### src/rtl/mem_port_arbiter_pkg.sv
// rtl/mem_port_arbiter_pkg.sv - shared types for the two-requester memory port arbiter
// Width macros fall back to 32-bit address/data and an 8-bit burstcount when not given.
`ifndef MEM_ADDR_W
`define MEM_ADDR_W 32
`endif
`ifndef MEM_DATA_W
`define MEM_DATA_W 32
`endif
`ifndef MEM_BURST_CNT_W
`define MEM_BURST_CNT_W 8
`endif

package mem_port_arbiter_pkg;

   localparam int BURST_W = `MEM_BURST_CNT_W;

   typedef logic req_id_t;

   typedef enum logic {
      IDLE     = 1'b0,
      WR_BURST = 1'b1
   } arb_state_t;

   typedef struct packed {
      req_id_t            id;
      logic [BURST_W-1:0] burstcount;
   } rd_entry_t;

endpackage

### src/rtl/mem_port_arb_rd_tracker.sv
// rtl/mem_port_arb_rd_tracker.sv - FIFO of outstanding reads {id, burstcount}
// A pop and a push in the same cycle are legal when full: the pop frees the slot first.
module mem_port_arb_rd_tracker
   import mem_port_arbiter_pkg::*;
#(
   parameter int LOG_ELS = 4
)(
   input  logic      clk,
   input  logic      rst,
   input  logic      push,
   input  rd_entry_t push_entry,
   input  logic      pop,
   output logic      full,
   output logic      empty,
   output rd_entry_t head
);

   localparam int DEPTH = 1 << LOG_ELS;

   rd_entry_t            entries [DEPTH];
   logic [LOG_ELS-1:0]   wr_ptr;
   logic [LOG_ELS-1:0]   rd_ptr;
   logic [LOG_ELS:0]     count;
   logic                 do_push;
   logic                 do_pop;

   assign empty   = (count == '0);
   assign full    = (count == (LOG_ELS+1)'(DEPTH));
   assign do_pop  = pop && !empty;
   assign do_push = push && (!full || do_pop);
   assign head    = empty ? '0 : entries[rd_ptr];

   always_ff @(posedge clk) begin
      if (do_push) entries[wr_ptr] <= push_entry;
   end

   always_ff @(posedge clk or negedge rst) begin
      if (!rst) begin
         wr_ptr <= '0;
         rd_ptr <= '0;
         count  <= '0;
      end else begin
         if (do_push) wr_ptr <= wr_ptr + 1'b1;
         if (do_pop)  rd_ptr <= rd_ptr + 1'b1;
         case ({do_push, do_pop})
            2'b10:   count <= count + 1'b1;
            2'b01:   count <= count - 1'b1;
            default: count <= count;
         endcase
      end
   end

endmodule

### src/rtl/mem_port_arbiter.sv
// rtl/mem_port_arbiter.sv - round-robin sharing of one Avalon-style memory port by two requesters
// Optional saturating grant/stall counters: define MEM_PORT_ARBITER_STATS_EN.
`ifndef MEM_ADDR_W
`define MEM_ADDR_W 32
`endif
`ifndef MEM_DATA_W
`define MEM_DATA_W 32
`endif
`ifndef MEM_BURST_CNT_W
`define MEM_BURST_CNT_W 8
`endif

module mem_port_arbiter
   import mem_port_arbiter_pkg::*;
#(
   parameter int MEM_ADDR_W       = `MEM_ADDR_W,
   parameter int MEM_DATA_W       = `MEM_DATA_W,
   parameter int MEM_BURST_CNT_W  = `MEM_BURST_CNT_W,
   parameter int RD_TRACK_LOG_ELS = 4
)(
   input  logic                       clk,
   input  logic                       rst,
   input  logic                       req0_read_in,
   input  logic                       req0_write_in,
   input  logic [MEM_ADDR_W-1:0]      req0_address_in,
   input  logic [MEM_DATA_W-1:0]      req0_writedata_in,
   input  logic [MEM_BURST_CNT_W-1:0] req0_burstcount_in,
   input  logic [MEM_DATA_W/8-1:0]    req0_byteenable_in,
   output logic                       req0_ready_out,
   output logic [MEM_DATA_W-1:0]      req0_readdata_out,
   output logic                       req0_readdatavalid_out,
   input  logic                       req1_read_in,
   input  logic                       req1_write_in,
   input  logic [MEM_ADDR_W-1:0]      req1_address_in,
   input  logic [MEM_DATA_W-1:0]      req1_writedata_in,
   input  logic [MEM_BURST_CNT_W-1:0] req1_burstcount_in,
   input  logic [MEM_DATA_W/8-1:0]    req1_byteenable_in,
   output logic                       req1_ready_out,
   output logic [MEM_DATA_W-1:0]      req1_readdata_out,
   output logic                       req1_readdatavalid_out,
   input  logic                       mem_ready_in,
   output logic                       mem_read_out,
   output logic                       mem_write_out,
   output logic [MEM_ADDR_W-1:0]      mem_address_out,
   output logic [MEM_DATA_W-1:0]      mem_writedata_out,
   output logic [MEM_BURST_CNT_W-1:0] mem_burstcount_out,
   output logic [MEM_DATA_W/8-1:0]    mem_byteenable_out,
   input  logic [MEM_DATA_W-1:0]      mem_readdata_in,
   input  logic                       mem_readdatavalid_in,
   output logic                       rd_err_out
`ifdef MEM_PORT_ARBITER_STATS_EN
   ,
   output logic [31:0]                stats_grant_cnt_out [2],
   output logic [31:0]                stats_stall_cnt_out [2]
`endif
);

   logic [1:0]                 rd_req, wr_req, req_any, ready, rdv;
   logic [MEM_ADDR_W-1:0]      addr  [2];
   logic [MEM_DATA_W-1:0]      wdata [2];
   logic [MEM_BURST_CNT_W-1:0] bcnt  [2];
   logic [MEM_DATA_W/8-1:0]    ben   [2];

   arb_state_t                 state, state_nxt;
   req_id_t                    prio, owner, grant;
   logic [MEM_BURST_CNT_W-1:0] beats_left, hold_bcnt;
   logic [MEM_ADDR_W-1:0]      hold_addr;
   logic [BURST_W-1:0]         beat_cnt;
   logic                       rd_err, rd_cmd, wr_cmd, accept, burst_start, burst_last;
   logic                       trk_full, trk_empty, trk_push, trk_pop, trk_room, ret_valid;
   rd_entry_t                  trk_head, trk_entry;

   assign rd_req  = {req1_read_in,  req0_read_in};
   assign wr_req  = {req1_write_in, req0_write_in};
   assign req_any = rd_req | wr_req;
   assign addr[0]  = req0_address_in;    assign addr[1]  = req1_address_in;
   assign wdata[0] = req0_writedata_in;  assign wdata[1] = req1_writedata_in;
   assign bcnt[0]  = req0_burstcount_in; assign bcnt[1]  = req1_burstcount_in;
   assign ben[0]   = req0_byteenable_in; assign ben[1]   = req1_byteenable_in;

   // Read returns: a full tracker still has room when its head retires this cycle.
   assign ret_valid = mem_readdatavalid_in && !trk_empty;
   assign trk_pop   = ret_valid && ((trk_head.burstcount <= BURST_W'(1)) ||
                                    (beat_cnt == trk_head.burstcount - 1'b1));
   assign trk_room  = !trk_full || trk_pop;
   assign trk_push  = accept && rd_cmd;
   assign trk_entry = '{id: grant, burstcount: BURST_W'(bcnt[grant])};
   assign rdv       = {ret_valid && (trk_head.id == 1'b1), ret_valid && (trk_head.id == 1'b0)};

   assign burst_start = accept && wr_cmd && (state == IDLE) &&
                        (bcnt[grant] > MEM_BURST_CNT_W'(1));
   assign burst_last  = accept && (state == WR_BURST) &&
                        (beats_left <= MEM_BURST_CNT_W'(1));

   always_ff @(posedge clk or negedge rst) begin
      if (!rst) state <= IDLE;
      else      state <= state_nxt;
   end

   always_comb begin
      state_nxt = state;
      case (state)
         IDLE:     if (burst_start) state_nxt = WR_BURST;
         WR_BURST: if (burst_last)  state_nxt = IDLE;
         default:  state_nxt = IDLE;
      endcase
   end

   always_comb begin
      grant = prio;
      if (state == WR_BURST)                        grant = owner;
      else if (!req_any[prio] && req_any[~prio])    grant = ~prio;
      rd_cmd = (state == IDLE) && rd_req[grant] && trk_room;
      wr_cmd = wr_req[grant] && !((state == IDLE) && rd_req[grant]);
      accept = rst && mem_ready_in && (rd_cmd || wr_cmd);
      ready        = '0;
      ready[grant] = accept;
      mem_read_out       = rst && rd_cmd;
      mem_write_out      = rst && wr_cmd;
      mem_address_out    = '0;
      mem_writedata_out  = '0;
      mem_burstcount_out = '0;
      mem_byteenable_out = '0;
      if (rst) begin
         mem_address_out    = (state == WR_BURST) ? hold_addr : addr[grant];
         mem_burstcount_out = (state == WR_BURST) ? hold_bcnt : bcnt[grant];
         mem_writedata_out  = wdata[grant];
         mem_byteenable_out = ben[grant];
      end
   end

   always_ff @(posedge clk or negedge rst) begin
      if (!rst) begin
         prio       <= 1'b0;
         owner      <= 1'b0;
         beats_left <= '0;
         hold_addr  <= '0;
         hold_bcnt  <= '0;
         beat_cnt   <= '0;
         rd_err     <= 1'b0;
      end else begin
         if (accept) begin
            if (state == IDLE) begin
               if (burst_start) begin
                  owner      <= grant;
                  beats_left <= bcnt[grant] - 1'b1;
                  hold_addr  <= addr[grant];
                  hold_bcnt  <= bcnt[grant];
               end else begin
                  prio <= ~grant;
               end
            end else begin
               beats_left <= beats_left - 1'b1;
               if (burst_last) prio <= ~owner;
            end
         end
         if (ret_valid) beat_cnt <= trk_pop ? '0 : beat_cnt + 1'b1;
         if (mem_readdatavalid_in && trk_empty) rd_err <= 1'b1;
      end
   end

   mem_port_arb_rd_tracker #(.LOG_ELS(RD_TRACK_LOG_ELS)) u_rd_tracker (
      .clk        (clk),
      .rst        (rst),
      .push       (trk_push),
      .push_entry (trk_entry),
      .pop        (trk_pop),
      .full       (trk_full),
      .empty      (trk_empty),
      .head       (trk_head)
   );

   assign req0_ready_out         = ready[0];
   assign req1_ready_out         = ready[1];
   assign req0_readdatavalid_out = rst && rdv[0];
   assign req1_readdatavalid_out = rst && rdv[1];
   assign req0_readdata_out      = rst ? mem_readdata_in : '0;
   assign req1_readdata_out      = rst ? mem_readdata_in : '0;
   assign rd_err_out             = rd_err;

`ifdef MEM_PORT_ARBITER_STATS_EN
   always_ff @(posedge clk or negedge rst) begin
      if (!rst) begin
         for (int i = 0; i < 2; i++) begin
            stats_grant_cnt_out[i] <= '0;
            stats_stall_cnt_out[i] <= '0;
         end
      end else begin
         for (int i = 0; i < 2; i++) begin
            if (ready[i] && (state == IDLE) && (stats_grant_cnt_out[i] != '1))
               stats_grant_cnt_out[i] <= stats_grant_cnt_out[i] + 1'b1;
            if (req_any[i] && !ready[i] && (stats_stall_cnt_out[i] != '1))
               stats_stall_cnt_out[i] <= stats_stall_cnt_out[i] + 1'b1;
         end
      end
   end
`endif

endmodule

### config.mk
export PLATFORM = sky130hd
export DESIGN_NAME = mem_port_arbiter
export DESIGN_NICKNAME = d
export VERILOG_FILES = /design/src/rtl/mem_port_arbiter_pkg.sv /design/src/rtl/mem_port_arb_rd_tracker.sv /design/src/rtl/mem_port_arbiter.sv
export SDC_FILE = /design/constraint.sdc
export NUM_CORES = 1
export LEC_CHECK = 0
export CAP_MARGIN = 20
export CORE_ASPECT_RATIO = 1.5
export CORE_MARGIN = 2
export CORE_UTILIZATION = 41
export DETAILED_ROUTE_END_ITERATION = 10
export PLACE_DENSITY = 0.74
export SYNTH_ARGS = -nofsm -noshare
export SYNTH_HDL_FRONTEND = slang
export SYNTH_SLANG_ARGS = --single-unit
### constraint.sdc
create_clock -name clk -period 6.2 [get_ports clk]
set_input_delay 1.24 -clock clk [delete_from_list [all_inputs] [get_ports clk]]
set_output_delay 1.24 -clock clk [all_outputs]
set_load 0.02 [all_outputs]
# Word-level counts from Yosys, hierarchy flattened
# Memories as Yosys holds them, arrays and structs flattened.
# Index checks and enable logic that the tools add are counted.
# totals
regBits	73
ramBits	144
output_inout_bits	147
word_cells	124
memories	1
# mem_list
memory	words	width	rd	rd_ports_with_merged_regs	wr	line	text
u_rd_tracker.entries	16	9	1	0	1	mem_port_arb_rd_tracker.sv:20	rd_entry_t entries [DEPTH];
# op_classes
n_addsub	8
magnitude_cmp	8
n_eq_ne	6
mux	44
bitwise_logic	8
n_reduce_logical	38
# op_table
operator	count
32-bit two-way mux	10
8-bit two-way mux	8
1-bit logical AND	24
8-bit by 1-bit subtractor with 8-bit output (second input constant)	3
1-bit two-way mux	18
8-bit by 1-bit <= comparator with 1-bit output (second input constant)	2
4-bit two-way mux	4
5-bit case mux with 2 select lines	1
9-bit two-way mux	1
4-bit by 1-bit adder with 4-bit output (second input constant)	2
8-bit by 1-bit adder with 8-bit output (second input constant)	1
8-bit equality test	1
8-bit by 1-bit greater-than comparator with 1-bit output (second input constant)	1
1-bit by 2-bit < comparator with 1-bit output (second input constant)	3
3-bit AND reduction	2
5-bit by 1-bit adder with 5-bit output (second input constant)	1
5-bit equality test (second input constant)	1
5-bit zero test	1
1-bit NOT	5
5-bit by 1-bit subtractor with 5-bit output (second input constant)	1
1-bit zero test	4
1-bit logical OR	4
2-bit nonzero test	2
2-bit bitwise AND	1
11 further kinds	11

# Logic depth before layout (Yosys ltp)
# Gate-level depths: netlist of the first run.
# logic_depth
ltp_word	19
depth_mapped	25
depth_no_buf	22

# Modules after synthesis
# From an unflattened synthesis of the first run, not the netlist that was laid out.
# unflattened
hier_cells	1068
hier_area_um2	12219.2
# by_module_without_submodules
mod	instances	cells_each	area_each_um2	seq_area_each_um2
mem_port_arb_rd_tracker	1	326	6422.4	4649.5
mem_port_arbiter	1	742	5796.8	1501.4

# Worst setup path after synthesis of the first run
# OpenSTA, ideal clock, no wires.
# synth_path
path_kind	input port to output port
startpoint	input port req1_read_in
endpoint	output port mem_byteenable_out[0]
arrival_ns	3.562
slack_ns	1.398
path_stages	9
cell_sequence	or2_0 -> maj3_1 -> clkbuf_1 -> a21boi_1 -> buf_2 -> buf_1 -> buf_1 -> nand2_1 -> a21boi_0
# synth_between
elab_chain_len	12
elab_cells_between_ends	14
cone_classes	mux (10); bitwise (2); reduce/logical (2)
# synth_rtl
item	line	text
start: declaration	mem_port_arbiter.sv:32	input logic req1_read_in,
2-bit OR (*)	mem_port_arbiter.sv:75	assign req_any = rd_req | wr_req;
1-bit two-way mux (implied by the code) (2 in series)	mem_port_arbiter.sv:112	else if (!req_any[prio] && req_any[~prio]) grant = ~prio;
1-bit zero test	mem_port_arbiter.sv:112	
1-bit logical AND (*)	mem_port_arbiter.sv:112	
1-bit two-way mux (*)	mem_port_arbiter.sv:112	
1-bit two-way mux (*)	mem_port_arbiter.sv:111	if (state == WR_BURST) grant = owner;
1-bit NOT with 2-bit output (implied by the code) (*)	mem_port_arbiter.sv:128	mem_byteenable_out = ben[grant];
4-bit two-way mux (implied by the code) (*) (3 in series)	mem_port_arbiter.sv:128	
4-bit two-way mux (*)	mem_port_arbiter.sv:124	if (rst) begin
end: declaration	mem_port_arbiter.sv:47	output logic [MEM_DATA_W/8-1:0] mem_byteenable_out,
# Mark *: on every way between the ends. The rest lies on a longest branch, timed or not. The select of a mux whose other input is x is not followed.

# Worst setup path after layout of the first run
# layout_path
startpoint	register u_rd_tracker.rd_ptr[1]
endpoint	output port req0_ready_out
# layout_between
elab_chain_len	11
elab_cells_between_ends	12
cone_classes	add/sub (1); order compare (1); eq/ne (1); mux (1); bitwise (1); reduce/logical (6); memory (1)
# layout_rtl
item	line	text
start: declaration	mem_port_arb_rd_tracker.sv:22	logic [LOG_ELS-1:0] rd_ptr;
start signal: assignment	mem_port_arb_rd_tracker.sv:44	if (do_pop) rd_ptr <= rd_ptr + 1'b1;
memory read 16 x 9 bit (*)	--	
9-bit two-way mux (*)	mem_port_arb_rd_tracker.sv:31	assign head = empty ? '0 : entries[rd_ptr];
8-bit by 1-bit subtractor with 8-bit output	mem_port_arbiter.sv:84	(beat_cnt == trk_head.burstcount - 1'b1));
8-bit equality test	mem_port_arbiter.sv:84	
1-bit logical OR (*)	mem_port_arbiter.sv:83	assign trk_pop = ret_valid && ((trk_head.burstcount <= BURST_W'(1)) ||
1-bit logical AND (*)	mem_port_arbiter.sv:83	
1-bit logical OR (*)	mem_port_arbiter.sv:85	assign trk_room = !trk_full || trk_pop;
1-bit logical AND (*)	mem_port_arbiter.sv:113	rd_cmd = (state == IDLE) && rd_req[grant] && trk_room;
1-bit logical OR (*)	mem_port_arbiter.sv:115	accept = rst && mem_ready_in && (rd_cmd || wr_cmd);
1-bit logical AND (*)	mem_port_arbiter.sv:115	
2-bit bitwise AND (no source line) (*)	--	
end: declaration	mem_port_arbiter.sv:29	output logic req0_ready_out,
# Mark *: on every way between the ends. The rest lies on a longest branch, timed or not.

==> metrics.cfg, run 1 <==
[outcome]
status = complete, no violations

[worst_setup_path]
regToRegEndpoint = u_rd_tracker.count[4]
cp_data_arrival_time_ns = 4.78
r2r_start = u_rd_tracker.rd_ptr[1]
critPathKind = reg2out
start_kind = flop
r2r_cells = 22
crit_required_ns = 4.96
rrSetupSlack_ns = 0.99
crit_start = u_rd_tracker.rd_ptr[1]
crit_fanout = 22
critPathCapture = req0_ready_out
worstSetupEndpointType = primary output

[power]
clockPowerShare_pct = 21.8
switching_share_pct = 38.3
finalPower_mw = 6.40
power_per_cell_area_mw_per_mm2 = 390
p_sw_mw = 2.45
seqPwrFrac_pct = 32.7
comb_power_share_pct = 45.5
internal-power_mw = 3.95
max-vdd-ir-drop_v = 0.000324
power.leakage_nw = 6.68

[floorplanning]
die_h_um = 214
dieWidth_um = 144
io_pins = 339
rows = 76
die_area_mm2 = 0.0308
start_util_pct = 41.9
fp.coreArea_mm2 = 0.0288

[synthesis]
async_reset_ff_share_pct = 33.6
synth_warnings = 0
netlist_area_mm2 = 0.0121
syn_inst = 1073
synth_commonest_cells = nand2_1, edfxtp_1, mux2i_1
synth-edff-count = 144
synth_area_leaders = edfxtp_1, dfrtp_1, mux2i_1
netlist.top_cell.by_area = edfxtp_1
yosysTopAreaCellShare_pct = 35.8
syn_area_per_cell_um2 = 11.2
syn_nets = 1282
yosysMostFrequentCell = nand2_1
seq_area_frac_synth_pct = 51.0
yosys_register_bits = 217
ys_types = 69
synth_flop_cell = edfxtp_1

[timing]
hold_viol = 0
relSlewSlack_pct = 41.8
finalSetupViolCount = 0
period_share_pct = 97.2
tns_ns = 0
tightest_slew_ns = 0.873
rsz0062_at_grt = false
fmax_mhz = 166
fin_crit_ns = 6.02
finalMaxSlewViolations = 0
fin_skew_ns = 0.0117

[cts]
cts_hold_buf = 0
worst_setup_hold_path_clk_slew_ns = 0.07
cts_tree = done
clk_latency_ns = 0.52
h-tree-depth = 1
post-cts-setup-buffer-count = 0
root_buffer = clkbuf_16
clock_sinks = 217
cts_max_path_buffers = 3
cts_buffers = 22

[routing]
first_pass_iters = 7
drt_wl_total_um = 40300
num_vias = 9626
drt-initial-drc-count = 764
ant_nets = 0
via_per_inst = 5.44
wl_per_cell_um = 22.7
drc_errors = 0

[place]
dp_cells = 1729
portBuffers = 338
gp_congestion = 0.906
post-dp-hpwl_um = 30400

[grt]
grt_pass1_wl_um = 60700
track_usage_pct = 26.1
grt_max_degree = 86
antenna_found_initial = 8
grt_pass1_vias = 9835
overflow = 0

[cells_and_area]
syn2layout_area_growth_pct = 36.2
multi_input_area_mm2 = 0.00527
nNetsFinal = 1572
regArea_mm2 = 0.00615
nFillCells = 2380
instances_no_fill = 1770
drive_gt1_share_pct = 9.35

[worst_hold_path]
min_path_type = reg2reg

[run]
drv_cap = 0

## how the worst min path moves through the flow
stage	depth (start not counted)	slack (ns)	to	start
floorplan	2	0.44	hold_bcnt[0]	hold_bcnt[0]
global placement	2	0.46	hold_addr[6]	hold_addr[6]
detailed placement	1	0.46	rd_err_out	rd_err_out
CTS	1	0.47	rd_err_out	rd_err_out
global route	1	0.50	rd_err_out	rd_err_out
finish	1	0.46	rd_err_out	rd_err_out
## cells in the final DEF (no fill, tap or decap), drive strengths merged, types with 4 or more instances in the layout
cell / count
nor2b: 17
dfrtp: 73
nand2: 181
a21oi: 19
o22ai: 11
mux4: 23
a21boi: 39
nor4: 7
and3: 20
clkdlybuf4s50: 337
o21ai: 58
a21o: 4
o211ai: 6
mux2: 12
a2111oi: 6
clkinv: 7
mux2i: 92
xor2: 10
inv: 27
nand2b: 4
nor2: 29
buf: 31
a211oi: 8
edfxtp: 144
nand4: 5
nand3: 19
xnor2: 16
o21a: 5
clkbuf: 25
and2: 37
o211a: 39
ha: 16
nor3: 10
## worst max-delay path: stages (launching register included)
cell	delay (ns)
dfrtp_2	0.68
mux4_2	0.58
mux2i_1	0.27
a21oi_1	0.11
nand2_1	0.16
ha_1	0.25
a21boi_0	0.20
and4bb_2	0.25
xnor2_1	0.11
o2111ai_1	0.15
a211oi_2	0.31
nor2_2	0.12
o21ba_2	0.29
nor2_1	0.12
clkdlybuf4s50_1	0.68
## kinds of logic (layout without fill, tap and decap cells)
kind of cell,count (synthesis),after routing,synth area share [%]
AO/OA/AOI/OAI,213,213,12.7
other,0,1,0
buffers and inverters,127,433,5.59
flip-flops,217,217,51.0
XOR/XNOR,26,26,1.89
multiplexers,127,127,13.1
AND/OR/NAND/NOR,345,345,13.8
adder cells (fa/ha/maj),18,18,1.91
## sequential cells by signal (all words and copies together), names as in the netlist
signal	count
prio	1
hold_bcnt	8
u_rd_tracker.rd_ptr	4
beats_left	8
state	1
u_rd_tracker.count	5
owner	1
u_rd_tracker.entries	144
beat_cnt	8
hold_addr	32
rd_err_out	1
u_rd_tracker.wr_ptr	4
## layout make-up
| cell class | instances | area share (%) |
|---|---|---|
| Inverter | 25 | 0.571 |
| Timing Repair Buffer | 368 | 22.3 |
| Multi-Input combinational cell | 729 | 32.0 |
| Antenna cell | 1 | 0.0152 |
| Tap cell | 390 | 2.97 |
| Clock buffer | 25 | 3.55 |
| Clock inverter | 15 | 1.11 |
| Sequential cell | 217 | 37.4 |
## layer usage
metal | up-vias | share of wire [%] | track usage [%]
li1 | 4456 | - | -
met1 | 4658 | 39 | 32.3
met2 | 427 | 49 | 43.6
met3 | 75 | 8.6 | 7.53
met4 | 10 | 3.3 | 8.37
met5 | - | 0.15 | 0
## repair_timing
action,CTS,global route
endpoints found under the setup margin,0,2
gates resized for setup,0,3
hold endpoints to repair,0,0
## power groups by stage
stage                     sequential, mW  combinational (mW)  clock, mW
after floorplan                     2.02                1.90          0
after global placement              2.10                2.84          0
after detailed placement            2.11                2.89          0
after global routing                2.13                3.16       1.46
final                               2.09                2.91       1.40
after CTS                           2.09                2.91       1.41
## per-stage QoR
step / cell area [um2] / setup slack [ns] / hold WS, ns / utilization, %
2_1_floorplan: 12100 / 1.40 / 0.445 / -
3_3_place_gp: 15700 / 0.704 / 0.463 / 54.3
3_5_place_dp: 15700 / 0.638 / 0.462 / 54.3
4_1_cts: 16400 / 0.125 / 0.474 / 57.0
5_1_grt: 16400 / 0.0348 / 0.501 / 57.0
6_report: 16400 / 0.176 / 0.463 / 57.0
No activity file was read; power rests on OpenSTA's default activity.
==> inputs of run 2 (changes only) <==
--- a/config.mk
+++ b/config.mk
@@ -12,4 +12,5 @@
 export DETAILED_ROUTE_END_ITERATION = 10
 export PLACE_DENSITY = 0.74
+export SETUP_SLACK_MARGIN = 0.1
 export SYNTH_ARGS = -nofsm -noshare
 export SYNTH_HDL_FRONTEND = slang
==> constraint.sdc (replaced) <==
create_clock -name clk -period 6.2 [get_ports clk]
set_input_delay 0.93 -clock clk [delete_from_list [all_inputs] [get_ports clk]]
set_output_delay 0.93 -clock clk [all_outputs]
set_load 0.02 [all_outputs]
==> run 2 against run 1 <==
Combinational power shrank 1%. Power shrank 0.92%. Global-route usage decreased by 0.94 points. First-iteration DRC count rose by 1.2%. Cell area decreased by 0.56%. Die area unchanged. Critical path depth decreased by 1. Sequential power about the same. Critical path type unchanged. Hold slack improved by 0.010 ns. Worst setup slack gained 0.27 ns.
==> metrics.cfg, run 2 (synthesis gave the netlist of run 1 again) <==
[floorplanning]
fp.coreArea_mm2 = 0.0288  ; unchanged
rows = 76  ; unchanged
start_util_pct = 41.9  ; unchanged
io_pins = 339  ; unchanged
die_area_mm2 = 0.0308  ; unchanged
dieWidth_um = 144  ; unchanged
die_h_um = 214  ; unchanged

[timing]
fin_skew_ns = 0.00802  ; -0.00371 ns
tightest_slew_ns = 1.09  ; +0.214 ns
layout_setup_ws_ns = 0.449  ; +0.273 ns
period_share_pct = 92.8  ; -4.4 points
finalMaxSlewViolations = 0  ; unchanged
fin_crit_ns = 5.75  ; -0.273 ns
tns_ns = 0  ; unchanged
relSlewSlack_pct = 27.4  ; -14 points
rsz0062_at_grt = false
hold_viol = 0  ; unchanged
fmax_mhz = 174  ; +4.7%
finalSetupViolCount = 0  ; unchanged

[worst_setup_path]
r2r_cells = 21  ; -4.5%
cp_data_arrival_time_ns = 4.82  ; +0.04 ns
worstSetupEndpointType = primary output
critPathKind = reg2out
start_kind = flop
crit_fanout = 22  ; unchanged
r2r_start = u_rd_tracker.rd_ptr[1]
crit_required_ns = 5.27  ; +0.31 ns
crit_start = u_rd_tracker.rd_ptr[1]
rrSetupSlack_ns = 1.17  ; +0.18 ns

[cells_and_area]
postLayoutCoreUtil_pct = 56.7  ; -0.32 points
mostFrequentLayoutCells = clkdlybuf4s50_1, nand2_1, edfxtp_1
top_regs = u_rd_tracker.entries x144, hold_addr x32
nNetsFinal = 1565  ; -0.45%
regMostFlops = u_rd_tracker.entries
syn2layout_area_growth_pct = 35.4
largest_register_ff_count = 144  ; unchanged
drive_gt1_share_pct = 9.11  ; -0.24 points
multi_input_area_mm2 = 0.00526  ; about the same
regArea_mm2 = 0.00616  ; about the same
layout_commonest_cell = clkdlybuf4s50_1
nFillCells = 2412  ; +1.3%

[routing]
drt-initial-drc-count = 773  ; +1.2%
num_vias = 9483  ; -1.5%
drc_errors = 0  ; unchanged
via_per_inst = 5.38  ; -1.1%
ant_nets = 0  ; unchanged
drt_wl_total_um = 39000  ; -3.2%
first_pass_iters = 7  ; unchanged
wl_per_cell_um = 22.1  ; -2.8%

[cts]
post-cts-setup-buffer-count = 0  ; unchanged
h-tree-depth = 1  ; unchanged
cts_hold_buf = 0  ; unchanged
cts_max_path_buffers = 3  ; unchanged
cts_buffers = 23  ; +4.5%
root_buffer = clkbuf_16
clk_latency_ns = 0.50  ; -0.02 ns
worst_setup_hold_path_clk_slew_ns = 0.06  ; about the same
cts_tree = done
clock_sinks = 217  ; unchanged

[power]
power_per_cell_area_mw_per_mm2 = 388  ; -0.36%
power.leakage_nw = 6.63  ; -0.78%
max-vdd-ir-drop_v = 0.000255  ; -21%

[grt]
grt_max_degree = 103  ; +20%
antenna_found_initial = 6  ; -2
overflow = 0  ; unchanged
grt_pass1_vias = 9521  ; -3.2%
track_usage_pct = 25.1  ; -0.94 points
grt_pass1_wl_um = 58400  ; -3.8%

[place]
portBuffers = 338  ; unchanged
post-place-ws_ns = 0.669  ; +0.0311 ns
post-dp-hpwl_um = 29500  ; -2.8%
gp_congestion = 0.901  ; -0.55%

[outcome]
status = complete, no violations

[worst_hold_path]
min_path_type = reg2reg
hp-start = rd_err_out
whs_path_depth = 1  ; unchanged

[run]
drv_cap = 0  ; unchanged

==> run 2: cell count changes in the layout (fill, tap and decap cells not counted), moves of 2 or more <==
cell | before | now
clkinv_2 | 3 | 6
buf_12 | 4 | 2
clkbuf_8 | 0 | 3
buf_4 | 25 | 19
clkinvlp_4 | 3 | 5
inv_6 | 2 | 0
==> run 2: metrics by stage <==
step	area, um2	hold WS [ns]	power (mW)	instances
after floorplan	12100	0.445	3.92	1073
after global placement	15600	0.442	4.94	1721
after detailed placement	15600	0.457	4.99	1721
after CTS	16300	0.469	6.37	1762
after global routing	16300	0.481	6.70	1762
final	16300	0.473	6.35	1763
==> run 2: routing by layer <==
metal,vias up,global-route usage [%],part of all wire (%)
met1,4584,31.3,39
li1,4446,-,-
met5,-,0,0.15
met4,10,7.25,2.8
met3,64,7.30,8.6
met2,379,42.3,49
==> run 2: repair_timing <==
item                                   CTS  global route
setup endpoints to repair                0             3
endpoints found under the hold margin    0             0
resized for setup                        0             5
==> run 2: final cells by class <==
cell class	instances	area share [%]
antenna	1	0.0153
timing repair buffer	360	21.9
sequential	217	37.7
inverter	25	0.574
clock inverter	14	0.835
tap	390	2.99
clock buffer	27	3.80
multi-input combinational	729	32.2
==> run 2: final timing paths <==
path / to
worst min-delay path: rd_err_out
min in group asynchronous: u_rd_tracker.rd_ptr[0]
worst max register to register: u_rd_tracker.count[4]
worst min register to register: rd_err_out
max in group asynchronous: u_rd_tracker.rd_ptr[2]
worst max-delay path: req0_ready_out
==> run 2: power breakdown <==
group	switching, mW	internal (mW)	leakage [nW]
registers	0.224	1.88	2.21
logic	1.63	1.24	4.06
clock network	0.568	0.802	0.363
total	2.42	3.93	6.63
==> run 2: critical path: stages (launching register included) <==
cell,delay (ns)
dfrtp_4,0.64
buf_4,0.33
mux2_2,0.36
nor3b_1,0.20
a31oi_1,0.06
a31o_1,0.31
and4bb_2,0.40
mux2i_1,0.29
a211oi_2,0.07
a211oi_2,0.37
nor2_2,0.13
o21ba_2,0.29
nor2_1,0.18
clkdlybuf4s50_1,0.68
